### config.mk
export PLATFORM = sky130hd
export DESIGN_NAME = flag_unit_flat
export DESIGN_NICKNAME = d
export VERILOG_FILES = /design/src/rtl/flag_unit_if.sv /design/src/rtl/flag_unit.sv /design/src/flat_wrapper.sv
export SDC_FILE = /design/constraint.sdc
export NUM_CORES = 1
export LEC_CHECK = 0
export ABC_CLOCK_PERIOD_IN_PS = 4100
export CELL_PAD_IN_SITES_DETAIL_PLACEMENT = 0
export CELL_PAD_IN_SITES_GLOBAL_PLACEMENT = 1
export CORE_UTILIZATION = 11
export CTS_BUF_LIST = sky130_fd_sc_hd__clkbuf_2 sky130_fd_sc_hd__clkbuf_4 sky130_fd_sc_hd__clkbuf_8
export CTS_CLUSTER_DIAMETER = 30
export CTS_CLUSTER_SIZE = 12
export DETAILED_ROUTE_END_ITERATION = 6
export PLACE_DENSITY = 0.95
export RECOVER_POWER = 25
export SLEW_MARGIN = 30
export SYNTH_ARGS = -nofsm -noshare
export SYNTH_HDL_FRONTEND = slang
export SYNTH_SLANG_ARGS = --single-unit
### constraint.sdc
create_clock -name clk -period 4.1 [get_ports clk]
set_input_delay 0.615 -clock clk [delete_from_list [all_inputs] [get_ports clk]]
set_output_delay 0.615 -clock clk [all_outputs]
set_load 0.05 [all_outputs]
### src/rtl/flag_unit_if.sv
// rtl/flag_unit_if.sv - ALU/branch request and flag/decision signals for flag_unit
// master drives ALU results and branch requests; slave is the flag unit itself.
interface flag_unit_if #(
  parameter int WIDTH = 64
);
  logic [WIDTH-1:0] alu_result;
  logic             alu_carry;
  logic             alu_overflow;
  logic             set_flags;
  logic             br_valid;
  logic [1:0]       br_type;
  logic [3:0]       br_cond;
  logic [WIDTH-1:0] cb_value;
  logic             flag_n;
  logic             flag_z;
  logic             flag_c;
  logic             flag_v;
  logic             br_done;
  logic             br_taken;

  modport master (
    output alu_result, alu_carry, alu_overflow, set_flags,
    output br_valid, br_type, br_cond, cb_value,
    input  flag_n, flag_z, flag_c, flag_v, br_done, br_taken
  );

  modport slave (
    input  alu_result, alu_carry, alu_overflow, set_flags,
    input  br_valid, br_type, br_cond, cb_value,
    output flag_n, flag_z, flag_c, flag_v, br_done, br_taken
  );
endinterface

### src/rtl/flag_unit.sv
// rtl/flag_unit.sv - NZCV latch and registered branch decision (B.cond/CBZ/CBNZ/B)
// Define FLAG_FORWARD_EN to let a B.cond see flags produced in the same cycle.
module flag_unit #(
  parameter int WIDTH = 64
) (
  input  logic         clk,
  input  logic         reset_n,
  flag_unit_if.slave   bus
);

  localparam logic [1:0] BR_COND  = 2'b00;
  localparam logic [1:0] BR_CBZ   = 2'b01;
  localparam logic [1:0] BR_CBNZ  = 2'b10;

  logic [3:0] nzcv_q, nzcv_d;
  logic       br_done_q, br_done_d;
  logic       br_taken_q, br_taken_d;

  logic       z_new, n_new, cb_zero;
  logic [3:0] nzcv_new;
  logic [3:0] eval_flags;
  logic       cond_true;
  logic       taken;

  // Wide zero detects: OR-reduce then invert.
  assign z_new    = ~(|bus.alu_result);
  assign cb_zero  = ~(|bus.cb_value);
  assign n_new    = bus.alu_result[WIDTH-1];
  assign nzcv_new = {n_new, z_new, bus.alu_carry, bus.alu_overflow};

`ifdef FLAG_FORWARD_EN
  assign eval_flags = bus.set_flags ? nzcv_new : nzcv_q;
`else
  assign eval_flags = nzcv_q;
`endif

  always_comb begin
    logic fn, fz, fc, fv;
    cond_true = 1'b0;
    {fn, fz, fc, fv} = eval_flags;
    unique case (bus.br_cond)
      4'b0000: cond_true = fz;
      4'b0001: cond_true = !fz;
      4'b0010: cond_true = fc;
      4'b0011: cond_true = !fc;
      4'b0100: cond_true = fn;
      4'b0101: cond_true = !fn;
      4'b0110: cond_true = fv;
      4'b0111: cond_true = !fv;
      4'b1000: cond_true = fc & !fz;
      4'b1001: cond_true = !(fc & !fz);
      4'b1010: cond_true = (fn == fv);
      4'b1011: cond_true = (fn != fv);
      4'b1100: cond_true = !fz & (fn == fv);
      4'b1101: cond_true = !(!fz & (fn == fv));
      default: cond_true = 1'b1;
    endcase
  end

  always_comb begin
    taken = 1'b1;
    unique case (bus.br_type)
      BR_COND: taken = cond_true;
      BR_CBZ:  taken = cb_zero;
      BR_CBNZ: taken = !cb_zero;
      default: taken = 1'b1;
    endcase
  end

  always_comb begin
    nzcv_d     = bus.set_flags ? nzcv_new : nzcv_q;
    br_done_d  = bus.br_valid;
    br_taken_d = bus.br_valid ? taken : br_taken_q;
  end

  always_ff @(posedge clk) begin
    if (!reset_n) begin
      nzcv_q     <= 4'b0000;
      br_done_q  <= 1'b0;
      br_taken_q <= 1'b0;
    end else begin
      nzcv_q     <= nzcv_d;
      br_done_q  <= br_done_d;
      br_taken_q <= br_taken_d;
    end
  end

  assign bus.flag_n   = nzcv_q[3];
  assign bus.flag_z   = nzcv_q[2];
  assign bus.flag_c   = nzcv_q[1];
  assign bus.flag_v   = nzcv_q[0];
  assign bus.br_done  = br_done_q;
  assign bus.br_taken = br_taken_q;

endmodule

### src/flat_wrapper.sv
// flat-port wrapper written by rule: the top's interface ports become plain ports
module flag_unit_flat 
#(
  parameter int WIDTH = 64
)
  (clk, reset_n, bus_alu_result, bus_alu_carry, bus_alu_overflow, bus_set_flags, bus_br_valid, bus_br_type, bus_br_cond, bus_cb_value, bus_flag_n, bus_flag_z, bus_flag_c, bus_flag_v, bus_br_done, bus_br_taken);
  flag_unit_if #(.WIDTH(WIDTH)) bus_i ();
  input  logic clk;
  input  logic reset_n;
  input wire logic [$bits(bus_i.alu_result)-1:0] bus_alu_result;
  input wire logic [$bits(bus_i.alu_carry)-1:0] bus_alu_carry;
  input wire logic [$bits(bus_i.alu_overflow)-1:0] bus_alu_overflow;
  input wire logic [$bits(bus_i.set_flags)-1:0] bus_set_flags;
  input wire logic [$bits(bus_i.br_valid)-1:0] bus_br_valid;
  input wire logic [$bits(bus_i.br_type)-1:0] bus_br_type;
  input wire logic [$bits(bus_i.br_cond)-1:0] bus_br_cond;
  input wire logic [$bits(bus_i.cb_value)-1:0] bus_cb_value;
  output wire logic [$bits(bus_i.flag_n)-1:0] bus_flag_n;
  output wire logic [$bits(bus_i.flag_z)-1:0] bus_flag_z;
  output wire logic [$bits(bus_i.flag_c)-1:0] bus_flag_c;
  output wire logic [$bits(bus_i.flag_v)-1:0] bus_flag_v;
  output wire logic [$bits(bus_i.br_done)-1:0] bus_br_done;
  output wire logic [$bits(bus_i.br_taken)-1:0] bus_br_taken;
  assign bus_i.alu_result = bus_alu_result;
  assign bus_i.alu_carry = bus_alu_carry;
  assign bus_i.alu_overflow = bus_alu_overflow;
  assign bus_i.set_flags = bus_set_flags;
  assign bus_i.br_valid = bus_br_valid;
  assign bus_i.br_type = bus_br_type;
  assign bus_i.br_cond = bus_br_cond;
  assign bus_i.cb_value = bus_cb_value;
  assign bus_flag_n = bus_i.flag_n;
  assign bus_flag_z = bus_i.flag_z;
  assign bus_flag_c = bus_i.flag_c;
  assign bus_flag_v = bus_i.flag_v;
  assign bus_br_done = bus_i.br_done;
  assign bus_br_taken = bus_i.br_taken;
  flag_unit #(.WIDTH(WIDTH)) u_core (.clk(clk), .reset_n(reset_n), .bus(bus_i));
endmodule
==> results.ini <==
[outcome]
status = complete, no violations

[timing]
fin_crit_sh_pct = 53.9
final-setup-viol-count = 0
skew_ps = 5.42
hold_violations = 0
tightest_slew_ps = 524
fin_crit_ps = 2210
rsz0062_at_grt = false
timing.fmax_mhz = 453
relSlewSlack_pct = 65.0
maxSlewViolCount = 0
fin_worst_hold_slack_ps = 559
setup-tns-final_ps = 0

[floorplan]
pin_count = 146
fp.coreArea_um2 = 6060
dieArea_um2 = 6730
rows = 28
die_y_um = 82.0
die_w_um = 82.0
initial_core_util_pct = 11.6

[setup_path]
worstSetupStartpointType = input pin
crit_path_end_kind = flip-flop
crit_family = compound AO/OA/AOI/OAI gates
worstPathBufferInverterCount = 1
crit_top_cell = a311oi_1
worstPathCellList = clkdlybuf4s50_1 -> and3b_1 -> a311oi_1 -> a311oi_1 -> a211oi_1 -> o221ai_2
critPathSlowestCell = clkdlybuf4s50_1
path_max_fanout = 7
crit_path_max_incr_delay_ps = 590
required_ps = 4190
cp.arrival_ps = 2300
crit_type = in -> reg

[cts]
clock-root-buffer = clkbuf_8
cts_buffers = 3
cts_resized = 0
numClockSinks = 6
post-cts-setup-buffers = 0
cts_max_path_buffers = 2
clk_latency_ps = 220
cts_tree = done
hold_buffers = 0
clk_pin_slew_ps = 40
htree_levels = 1

[grt]
grt_pass1_vias = 1380
grt.overflow.total = 0
grt_max_degree = 11
antenna_found_initial = 0
grt_first_pass_wirelength_um = 6240
grt_usage_pct = 12.5

[logic_synthesis]
async_reset_ff_share_pct = 0
syn_area_um2 = 704
synth_enable_flop_cells = 0
postSynthAreaPerCell_um2 = 7.57
synth_cell_types = 33
synth_area_leaders = nor4_1, dfxtp_1, nand4_1
syn_nets = 233
synth.ff_latch_count = 6
yosysWarnings = 0
synth_top_area_cell = nor4_1
synth_ff_type = dfxtp_1
yosysSeqAreaShare_pct = 17.1
postSynthCellCount = 93
synth_top_area_share_pct = 26.6

[worst_hold_path]
hold_path_class = reg -> reg

[placement]
port_buffers = 145
place.gp.congestion = 0.804
dp_hpwl_um = 3820

[detailed_routing]
routed_wl_um = 4100
first_iter_violations = 12
wl_per_cell_um = 13.0
route.vias.total = 1352
first_pass_iters = 4
via_per_inst = 4.29
drtAntennaViolNets = 0
drcViolationCount = 0

[layout]
drive_gt1_share_pct = 2.92
n_antenna_cell = 0
synthToLayoutAreaGrowth_pct = 225
nets = 382
final_core_util_pct = 37.7
final_cell_mix = clkdlybuf4s50_1, nor4_1, nand4_1, dfxtp_1, nand2_1
layout_commonest_cell = clkdlybuf4s50_1
fillers = 635

[power_and_ir_drop]
leakage_uw = 0.000751
peakVddDrop_mv = 0.0822
power_density_nw_per_um2 = 150

[flow_run]
cap_viol_max_count = 0

[metrics by stage]
stage	cells	area (µm²)	worst slack (ps)	total power, µW
final	315	2290	1890	342
after floorplan	93	704	2350	104
after global placement	312	2240	1650	254
after CTS	315	2290	1890	349
after detailed placement	312	2240	1650	255
after global routing	315	2290	1760	364
[flip-flops by register name, indices dropped and copies added, names as in the netlist]
| register | flops |
|---|---|
| u_core.bus.br_taken | 1 |
| u_core.bus.br_done | 1 |
| u_core.eval_flags | 4 |
[worst min-delay path, stage by stage (launching register included)]
cell and delay, ps:
dfxtp_1 360, nand2b_1 100, a21boi_1 50
[layer usage]
metal	vias to the layer above	GRT usage, %	wire length (µm)
met1	587	13.2	1530
met4	0	3.51	37
met5	-	0	0
li1	693	-	-
met3	4	4.11	326
met2	68	23.4	2210
[final timing paths]
path | start | to | slack [ps] | cells past startpoint
setup / recovery | bus_br_cond[3] | u_core.bus.br_taken$_SDFFE_PN0P_ | 1890 | 6
hold / removal | u_core.eval_flags[2]$_SDFFE_PN0P_ | u_core.eval_flags[2]$_SDFFE_PN0P_ | 560 | 2
setup reg to reg | u_core.eval_flags[3]$_SDFFE_PN0P_ | u_core.bus.br_taken$_SDFFE_PN0P_ | 2400 | 5
hold reg to reg | u_core.eval_flags[2]$_SDFFE_PN0P_ | u_core.eval_flags[2]$_SDFFE_PN0P_ | 560 | 2
[synth_stat cells (2+ instances only)]
master,instances
mux2i_1,4
nor3_1,3
nand2_1,5
nor4_2,2
inv_1,3
o21ai_0,2
nor2b_1,4
nand4_1,8
nor4b_1,2
a311oi_1,2
xnor2_1,2
dfxtp_1,6
nor4_1,30
[cell families (layout without fill, tap and decap cells)]
kind of cell	count (synthesis)	count (layout)	share of synthesized area [%]
compound gates	14	14	15.8
xor+xnor	3	3	3.73
buf+inv	5	152	2.84
flops	6	6	17.1
mux	5	5	7.28
simple gates	60	60	53.3
[area by class of cell]
cell class	count	area (µm²)	share of cell area, %
Timing Repair Buffer	145	1450	63.5
Multi-Input combinational cell	82	564	24.7
Sequential cell	6	120	5.25
Tap cell	75	93.8	4.11
Clock buffer	3	41.3	1.81
Inverter	4	15.0	0.657
[power breakdown]
part / switching, µW / internal, µW / total [µW]
Clock: 25.7 / 63.1 / 88.9
Combinational: 50.8 / 136 / 187
Sequential: 4.17 / 62.2 / 66.3
Total: 80.7 / 261 / 342
Note: power is estimated with default switching activity, not from simulation.
